`src/rtl/parity_tx.sv`:
```
// Serial frame transmitter: start, DATA_W data bits LSB-first, parity, stop.
// Optional frame counter output enabled by defining PARITY_TX_FRAME_CNT_EN.
//
// state  | meaning
// IDLE   | line high, ready for a word
// START  | start bit (0)
// DATA   | data bits, shift_q[0] on the line
// PARITY | latched parity bit
// STOP   | stop bit (1)
module parity_tx #(
   parameter int unsigned DATA_W     = 8,
   parameter int unsigned BIT_CYCLES = 1,
   parameter int unsigned ODD_PARITY = 0
) (
   input  logic              clk,
   input  logic              reset,
   input  logic [DATA_W-1:0] data_in,
   input  logic              valid_in,
   output logic              ready_out,
   output logic              tx_out,
   output logic              busy,
   output logic              frame_done
`ifdef PARITY_TX_FRAME_CNT_EN
   ,
   output logic [7:0]        frame_cnt
`endif
);

   localparam int CW = (BIT_CYCLES > 1) ? $clog2(BIT_CYCLES) : 1;
   localparam int BW = $clog2(DATA_W + 1);
   localparam logic [CW-1:0] LAST_CYC = CW'(BIT_CYCLES - 1);
   localparam logic [BW-1:0] LAST_BIT = BW'(DATA_W - 1);
   localparam logic          ODD_BIT  = (ODD_PARITY != 0);

   typedef enum logic [2:0] {IDLE, START, DATA, PARITY, STOP} state_t;

   state_t            state_q, state_d;
   logic [DATA_W-1:0] shift_q, shift_d;
   logic [CW-1:0]     cyc_q, cyc_d;
   logic [BW-1:0]     bit_q, bit_d;
   logic              par_q, par_d;
   logic              tx_d;
   logic              done_d;
   logic              bit_end;
   logic              accept;

   assign ready_out = (state_q == IDLE);
   assign busy      = (state_q != IDLE);
   assign accept    = valid_in & ready_out;
   assign bit_end   = (cyc_q == LAST_CYC);

   always_comb begin
      state_d = state_q;
      shift_d = shift_q;
      cyc_d   = cyc_q;
      bit_d   = bit_q;
      par_d   = par_q;
      done_d  = 1'b0;

      if (state_q != IDLE)
         cyc_d = bit_end ? '0 : cyc_q + 1'b1;

      case (state_q)
         IDLE: begin
            if (accept) begin
               shift_d = data_in;
               par_d   = (^data_in) ^ ODD_BIT;
               cyc_d   = '0;
               bit_d   = '0;
               state_d = START;
            end
         end
         START: begin
            if (bit_end)
               state_d = DATA;
         end
         DATA: begin
            if (bit_end) begin
               shift_d = shift_q >> 1;
               if (bit_q == LAST_BIT) begin
                  bit_d   = '0;
                  state_d = PARITY;
               end else begin
                  bit_d = bit_q + 1'b1;
               end
            end
         end
         PARITY: begin
            if (bit_end)
               state_d = STOP;
         end
         STOP: begin
            if (bit_end) begin
               state_d = IDLE;
               done_d  = 1'b1;
            end
         end
         default: state_d = IDLE;
      endcase

      // The line is registered, so it is driven from the next-state view.
      case (state_d)
         START:   tx_d = 1'b0;
         DATA:    tx_d = shift_d[0];
         PARITY:  tx_d = par_d;
         default: tx_d = 1'b1;
      endcase
   end

   always_ff @(posedge clk) begin
      if (reset) begin
         state_q    <= IDLE;
         shift_q    <= '0;
         cyc_q      <= '0;
         bit_q      <= '0;
         par_q      <= 1'b0;
         tx_out     <= 1'b1;
         frame_done <= 1'b0;
      end else begin
         state_q    <= state_d;
         shift_q    <= shift_d;
         cyc_q      <= cyc_d;
         bit_q      <= bit_d;
         par_q      <= par_d;
         tx_out     <= tx_d;
         frame_done <= done_d;
      end
   end

`ifdef PARITY_TX_FRAME_CNT_EN
   // Counts in step with frame_done, so an aborted frame never counts.
   always_ff @(posedge clk) begin
      if (reset)
         frame_cnt <= '0;
      else if (done_d)
         frame_cnt <= frame_cnt + 8'd1;
   end
`endif

endmodule

```
`config.mk`:
```
export PLATFORM = sky130hd
export DESIGN_NAME = parity_tx
export DESIGN_NICKNAME = d
export VERILOG_FILES = /design/src/rtl/parity_tx.sv
export SDC_FILE = /design/constraint.sdc
export NUM_CORES = 1
export LEC_CHECK = 0
export CAP_MARGIN = 20
export CORE_MARGIN = 8
export CORE_UTILIZATION = 50
export DETAILED_ROUTE_END_ITERATION = 7
export GPL_ROUTABILITY_DRIVEN = 0
export HOLD_SLACK_MARGIN = 0.05
export PLACE_DENSITY = 0.84
export SLEW_MARGIN = 20
export SYNTH_ARGS = -nofsm -noshare
export SYNTH_HDL_FRONTEND = slang
export SYNTH_SLANG_ARGS = --single-unit
```
`constraint.sdc`:
```
create_clock -name clk -period 2.1 [get_ports clk]
set_clock_uncertainty 0.2 [all_clocks]
set_input_delay 0.21 -clock clk [delete_from_list [all_inputs] [get_ports clk]]
set_output_delay 0.21 -clock clk [all_outputs]
set_load 0.05 [all_outputs]
```
## After elaboration in Yosys (flattened, before gate mapping)

Index checks and enable logic that the tools add are counted.

| cells by class | value |
|---|---|
| add/sub/neg operators | 2 |
| multipliers | 0 |
| divide/modulo/power cells | 0 |
| order comparisons | 0 |
| equality and inequality tests | 10 |
| shift operators | 0 |
| multiplexer cells | 22 |
| bitwise logic cells | 2 |
| reduce and logical (&&, ||, !) cells | 6 |

Operators with widths:

| cell | count |
|---|---|
| two-way mux 3 bit | 6 |
| two-way mux 8 bit | 2 |
| case mux 8 bit (2 select lines) | 1 |
| case mux 3 bit (5 select lines) | 1 |
| equality test 3 x 2 -> 1 bit, second input constant | 4 |
| two-way mux 4 bit | 3 |
| case mux 4 bit (2 select lines) | 1 |
| XOR reduction 8 bit | 1 |
| two-way mux 1 bit | 7 |
| equality test 3 x 1 -> 1 bit, second input constant | 2 |
| adder 4 x 1 -> 4 bit, second input constant | 1 |
| equality test 4 x 3 -> 1 bit, second input constant | 1 |
| equality test 3 bit, second input constant | 1 |
| logical NOT 3 bit | 1 |
| case mux 1 bit (3 select lines) | 1 |
| AND reduction 3 bit | 1 |
| nonzero test 3 bit | 1 |
| != test 2 x 1 -> 1 bit, second input constant | 1 |
| != test 2 bit, second input constant | 1 |
| nonzero test 2 bit | 1 |
| OR reduction 2 bit | 1 |
| adder 1 bit, second input constant | 1 |
| AND 1 bit | 1 |
| NOT 1 bit | 1 |

| word-level totals | value |
|---|---|
| register bits after elaboration | 19 |
| latch bits | 0 |
| bits in writable memories | 0 |
| ROM bits | 0 |
| input port bits | 11 |
| output and inout port bits | 4 |
| memories kept | 0 |

## Longest topological paths before layout

| depth | value |
|---|---|
| depth in word-level cells | 6 |
| mapped depth | 5 |
| depth with buffers taken out | 5 |

## Worst setup path after synthesis

No wires, ideal clock.

| path | value |
|---|---|
| path type | register to output |
| start | register state_q[1] |
| end | output ready_out |
| data arrival time | 1432 ps |
| path slack | 258 ps |
| stages on the path, launching flop included | 4 |
| path through | dfxtp_1 -> buf_2 -> or3_1 -> inv_1 |

| between the ends | value |
|---|---|
| word-level cells in the longest chain between the ends | 1 |

Ends and longest elaborated chain:

| what | line | text |
|---|---|---|
| start, declared | 37 | `state_t state_q, state_d;` |
| start signal, assigned | 120 | `state_q <= state_d;` |
| logical NOT 3 bit | 47 | `assign ready_out = (state_q == IDLE);` |
| end, declared | 19 | `output logic ready_out,` |

No other way between the ends.

## Worst setup path after layout

Ends and elaborated chain as after synthesis.

==> impl_results.md <==
- Relative slew slack: 0.6664
- Rows: 15
- Post-synth EDFFs: 0
- # hold bufs at CTS: 0
- Max IR drop VDD: 0.4680 mV
- Worst Hold Class: reg2reg
- # diodes: 0
- M2 GR Usage: 0.1895
- CP Cell Sequence: buf_4, or3_1, inv_1, buf_12
- Pleak: 0.3929 nW
- Setup_tns: 0 ps
- Layout Area Growth over Synthesis: 22.86%
- CP max-delay cell: dfxtp_1
- DRT iter0 DRCs: 46
- Final hold viol count: 0
- DRC violations left: 0
- Die Width: 57.86 um
- Layout cells sized above 1: 0.1171
- Clock sinks: 19
- Dpl hpwl: 1.380 mm
- Critical hold path startpoint: bit_q[1]
- Post CTS Setup Buffer Count: 0
- Cts repair resizes: 0
- Ys flop type: dfxtp_1
- Startpoint Class: register
- Gr ovfl total: 0
- Crit-path leading delay family: buffers and inverters
- Final WL: 1.813 mm
- Synth area leader: dfxtp_1
- CP arrival: 1450 ps
- Cells after synthesis: 94
- DR WL/cell: 14.16 um
- Worst-Skew Late Latency: 290 ps
- Grt met1 use: 0.1277
- Avg Inst Size Synth: 9.317 um2
- First-pass DRT Iterations: 4
- Max Root-Sink Buffers: 2
- Tmin final: 1861 ps
- Met3 Use GR: 0.04415
- Final setup viols: 0
- Max Cap Violations: 0
- Final period util: 0.8863
- Final slew viol count: 0
- WP buf/inv: 3
- Via Count: 736
- Top Ports: 15
- PD cells: 821.8 nW/um2
- Vias in the first global route: 735
- H-tree lvl count: 1
- Pwr Total: 0.8843 mW
- Largest net degree at the start of global routing: 13
- Most frequent cell after synthesis: dfxtp_1
- WS Path Type: reg2out
- First-pass GRT wire length: 3.105 mm
- Fmax: 0.5373 GHz
- Worst setup EP type: primary output
- PortBufs: 14
- Clock slew seen by the registers of the worst setup and hold paths: 100 ps
- Required time worst endpoint: 1690 ps
- RSZ-0062 raised after global routing: false
- Detail Route Antenna Nets: 0
- FF-to-FF Start: state_q[1]
- Via/cell ratio: 5.750
- Core box area: 1689 um2
- Sequential cell area fraction in the yosys report: 0.4343
- Root Buffer: clkbuf_4
- Post-synthesis cell type count: 36
- Nets: 124
- Synth top area share: 0.4343
- TritonCTS clock tree: yes
- Tot GR Track Use: 0.1151
- Critical path origin: state_q[1]
- Die ar.: 3347 um2
- Maximum fanout along the worst path: 8
- Ys async rst share: 0
- Synth top area cells: dfxtp_1 43%, a222oi_1 8.0%, xnor2_1 8.0%
- CP peak stage delay: 390 ps
- GR peak layer: met2
- Status: completed
- Post-Synthesis Cell Area: 875.8 um2
- Initial antenna violation count: 0
- CTS buffer count: 3
- Initial Util: 0.5185
- Syn. warnings: 0
- Ranking of synthesized cells by instance count: 19 x dfxtp_1, 11 x nor2_1, 8 x xnor2_1, 7 x a222oi_1, 4 x a21oi_1
- Chip height: 57.86 um
- FF+latch count, synth: 19
- Worst slew pin tran: 498.8 ps
- Post-synthesis net count: 106
[through the flow]
stage	worst slack, ps	cell area (um2)	utilization	std cells	hold slack, ps
detailed placement	95.80	1049	0.6207	124	269.5
finish	238.8	1076	0.6370	128	281.6
CTS	221.0	1076	0.6370	128	279.4
global placement	103.9	1049	0.6207	124	263.5
floorplan	258.4	875.8	-	94	86.74
global route	148.8	1076	0.6370	128	287.3
[flip-flops by register name, indices dropped and copies added, names as in the netlist]
| signal | count |
|---|---|
| shift_q | 8 |
| state_q | 3 |
| cyc_q | 1 |
| par_q | 1 |
| bit_q | 4 |
| tx_out | 1 |
| frame_done | 1 |
[routing by layer]
metal,vias up,part of all wire
li1,379,-
met1,335,0.47
met2,20,0.47
met3,2,0.052
met4,0,0.0083
met5,-,0
[report_power, final]
group          internal (mW)  total (mW)  leakage [nW]  switching, mW
logic                  0.135       0.292         0.220          0.157
clock network         0.0708       0.178        0.0177          0.108
registers              0.391       0.414         0.155         0.0232
[path summary, 6_finish.rpt]
kind	endpoint	slack, ps	depth (start not counted)
worst min-delay path	bit_q[1]	280	2
worst min register to register	bit_q[1]	280	2
worst max register to register	tx_out	320	4
worst max-delay path	ready_out	240	4
[kinds of logic after synthesis]
logic type / share of synthesized area
XOR/XNOR: 0.09001
buffers and inverters: 0.05141
adder cells (fa/ha/maj): 0.02571
AND/OR/NAND/NOR: 0.2172
AO/OA/AOI/OAI: 0.1814
flip-flops: 0.4343
[cell usage in the layout (no fill, tap or decap), types with 2 or more instances in the layout]
cell / netlist / final
nor2b_1: 2 / 2
nor4b_1: 2 / 2
nand4_1: 2 / 2
clkdlybuf4s50_1: 0 / 12
xnor2_1: 8 / 8
nand2_1: 2 / 2
inv_1: 3 / 3
nor3_1: 3 / 3
buf_4: 0 / 6
nor2_1: 11 / 11
dfxtp_1: 19 / 19
clkbuf_4: 0 / 3
a222oi_1: 7 / 7
and2_1: 2 / 2
a21oi_1: 4 / 4
or3_1: 3 / 3
o21ai_1: 2 / 2
[worst reg2reg max path, stage by stage, from the launching register on]
cell      delay [ps]
dfxtp_1          460
nor2b_4          260
o21ai_1          130
a222oi_1         440
a32oi_1          170
[area by class of cell]
class,count,area (um2)
Tap cell,17,21.27
Inverter,3,11.26
Timing Repair Buffer,19,185.2
Clock buffer,3,22.52
Multi-Input combinational cell,66,450.4
Sequential cell,19,380.4
Clock inverter,1,5.005
Fill cell,156,613.1
(Power assumes the default switching activity.)
==> edit: new RTL, same settings <==
`shift_q` no longer has a reset.
--- a/src/rtl/parity_tx.sv
+++ b/src/rtl/parity_tx.sv
@@ -112,3 +112,2 @@
          state_q    <= IDLE;
-         shift_q    <= '0;
          cyc_q      <= '0;
@@ -120,3 +119,2 @@
          state_q    <= state_d;
-         shift_q    <= shift_d;
          cyc_q      <= cyc_d;
@@ -127,2 +125,6 @@
       end
+   end
+
+   always_ff @(posedge clk) begin
+      shift_q <= shift_d;
    end
Formal check against the unedited RTL: same outputs for any inputs over 10 cycles, from zero or initial values and one cycle with reset high; that may be too few to reach the edited logic, so the function may still have changed.
==> edit against the unedited design <==
First-iteration DRC count decreased by 91%; count of clock-buffer cells in the layout unchanged; fmax grew 0.60%; sequential cell count did not move; via count shrank 8.6%; clock power grew 3%; total power down 2.9%; worst setup slack improved by 0.011 ns; wire length shrank 2.5%; largest cell class is now flip-flops and latches; area after synthesis grew 3.7%; design area rose by 5.2%; largest power group unchanged; critical path depth grew 2; critical endpoint is now tx_out; final cell count down 2.3%.
==> edit: results (changes against the unedited design) <==
| Metric | Value |
|---|---|
| Bufs w/o clock | `20 (+1)` |
| Outcome | `finished clean` |
| Library cells used by synthesis | `37 (+2.8%)` |
| Syn avg cell area | `11.4 sq um (+22%)` |
| Vias/cell | `5.38 (-6.4%)` |
| Commonest cells post-synth | `dfxtp_1, xnor2_1, edfxtp_1, a22o_1, nor2_1` |
| Clk root buf | `clkbuf_4` |
| Slowest CP cell | `nor4b_2` |
| Drt pass-1 iters | `3 (-1)` |
| Static Leakage | `0.000436 uW (+11%)` |
| CP top delay family | `simple AND/OR/NAND/NOR gates` |
| Fin nets | `113 (-8.9%)` |
| Worst min-delay path class | `reg -> reg` |
| Synth async-reset ratio | `0 (unchanged)` |
| FF/Latch Area | `450 sq um (+18%)` |
| Number of global-route vias before repair | `685 (-6.8%)` |
| Initial antenna violation count | `0 (unchanged)` |
| Fill cell count | `156 (unchanged)` |
| Via Count | `673 (-8.6%)` |
| Worst Tran Pin Value | `0.495 ns (-0.00394 ns)` |
| Placed cell count | `121 (-2.4%)` |
| Top Registers | `shift_q: 8 flops, bit_q: 4 flops, state_q: 3 flops` |
| Clk cell area share | `0.0243 (-0.00127)` |
| Core footprint | `1730 sq um (+2.2%)` |
| Main area contributors after synthesis | `dfxtp_1, edfxtp_1, xnor2_1` |
| Worst Path Arrival | `1.84 ns (+0.39 ns)` |
| P per Cell Area | `759 nW/um^2 (-7.7%)` |
| Clk Latency, worst-skew pair | `0.29 ns (about the same)` |
| Yosys warns | `0 (unchanged)` |
| Buffer share of cell area | `0.170 (-0.00193)` |
| Port bufs | `14 (unchanged)` |
| # clk buffers | `3 (unchanged)` |
| Adder-cell share of the synthesized area | `0.0138 (-0.0119)` |
| Largest net degree at the start of global routing | `12 (-1)` |
| CTS max path bufs | `2 (unchanged)` |
| DP HPWL | `1360 um (-1.3%)` |
| Post-synthesis sequential area ratio | `0.496 (+0.0616)` |
| Total Routing Usage GR | `0.113 (-0.00198)` |
| Crit path max fanout | `10 (+2)` |
| Multi-input logic cell count | `54 (-18%)` |
| Synthesized Nets | `92 (-13%)` |
| N_diodes | `0 (unchanged)` |
| Post-synth EDFFs | `7 (+7)` |
| Area after DPL | `1100 sq um (+5.4%)` |
| Post-Synth XOR/XNOR Area | `0.106 (+0.0161)` |
| Maximum VDD drop | `470 uV (+0.49%)` |
| Critical Path Max Stage Delay | `0.45 ns (+0.06 ns)` |
| Share of cells above drive strength 1 | `0.180 (+0.0629)` |
| Compound-Gate Fraction of Synth Area | `0.118 (-0.0630)` |
| Final wirelength | `1770 um (-2.5%)` |
| DRT iter0 DRCs | `4 (-91%)` |
| Post-cts sizing count | `0 (unchanged)` |
| Pre-CTS WS | `0.167 ns (+0.0713 ns)` |
| First-pass GRT wire length | `2970 um (-4.3%)` |
| Multi-input logic area | `419 sq um (-6.9%)` |
## edit: metal layers
metal  vias to the layer above  GRT usage  routed length [um]
li1                        330          -                   -
met1                       323      0.119                 782
met2                        16      0.189                 833
met3                         4     0.0348                 116
met4                         0     0.0785                  34
met5                         -          0                   0
## edit: path summary, 6_finish.rpt
kind,cells past startpoint,startpoint,end,slack [ns]
max reg2reg,6,state_q[2],tx_out,0.25
max,6,state_q[2],tx_out,0.25
min reg2reg,2,shift_q[0],shift_q[0],0.28
min,2,shift_q[0],shift_q[0],0.28
## edit: power by group
part | total (uW) | switching, uW | internal [uW] | leakage [uW]
clock | 183 | 113 | 70.9 | 0.0000177
sequential | 444 | 17.7 | 426 | 0.000168
combinational | 232 | 123 | 109 | 0.000250
total | 859 | 253 | 606 | 0.000436
## edit: tightest hold or removal path, delay by kind of cell, from the launching register on
kind / cells / cell delay (ns)
DFF: 1 / 0.31
buffers and inverters: 1 / 0.05
AOI/OAI and AO/OA: 1 / 0.07
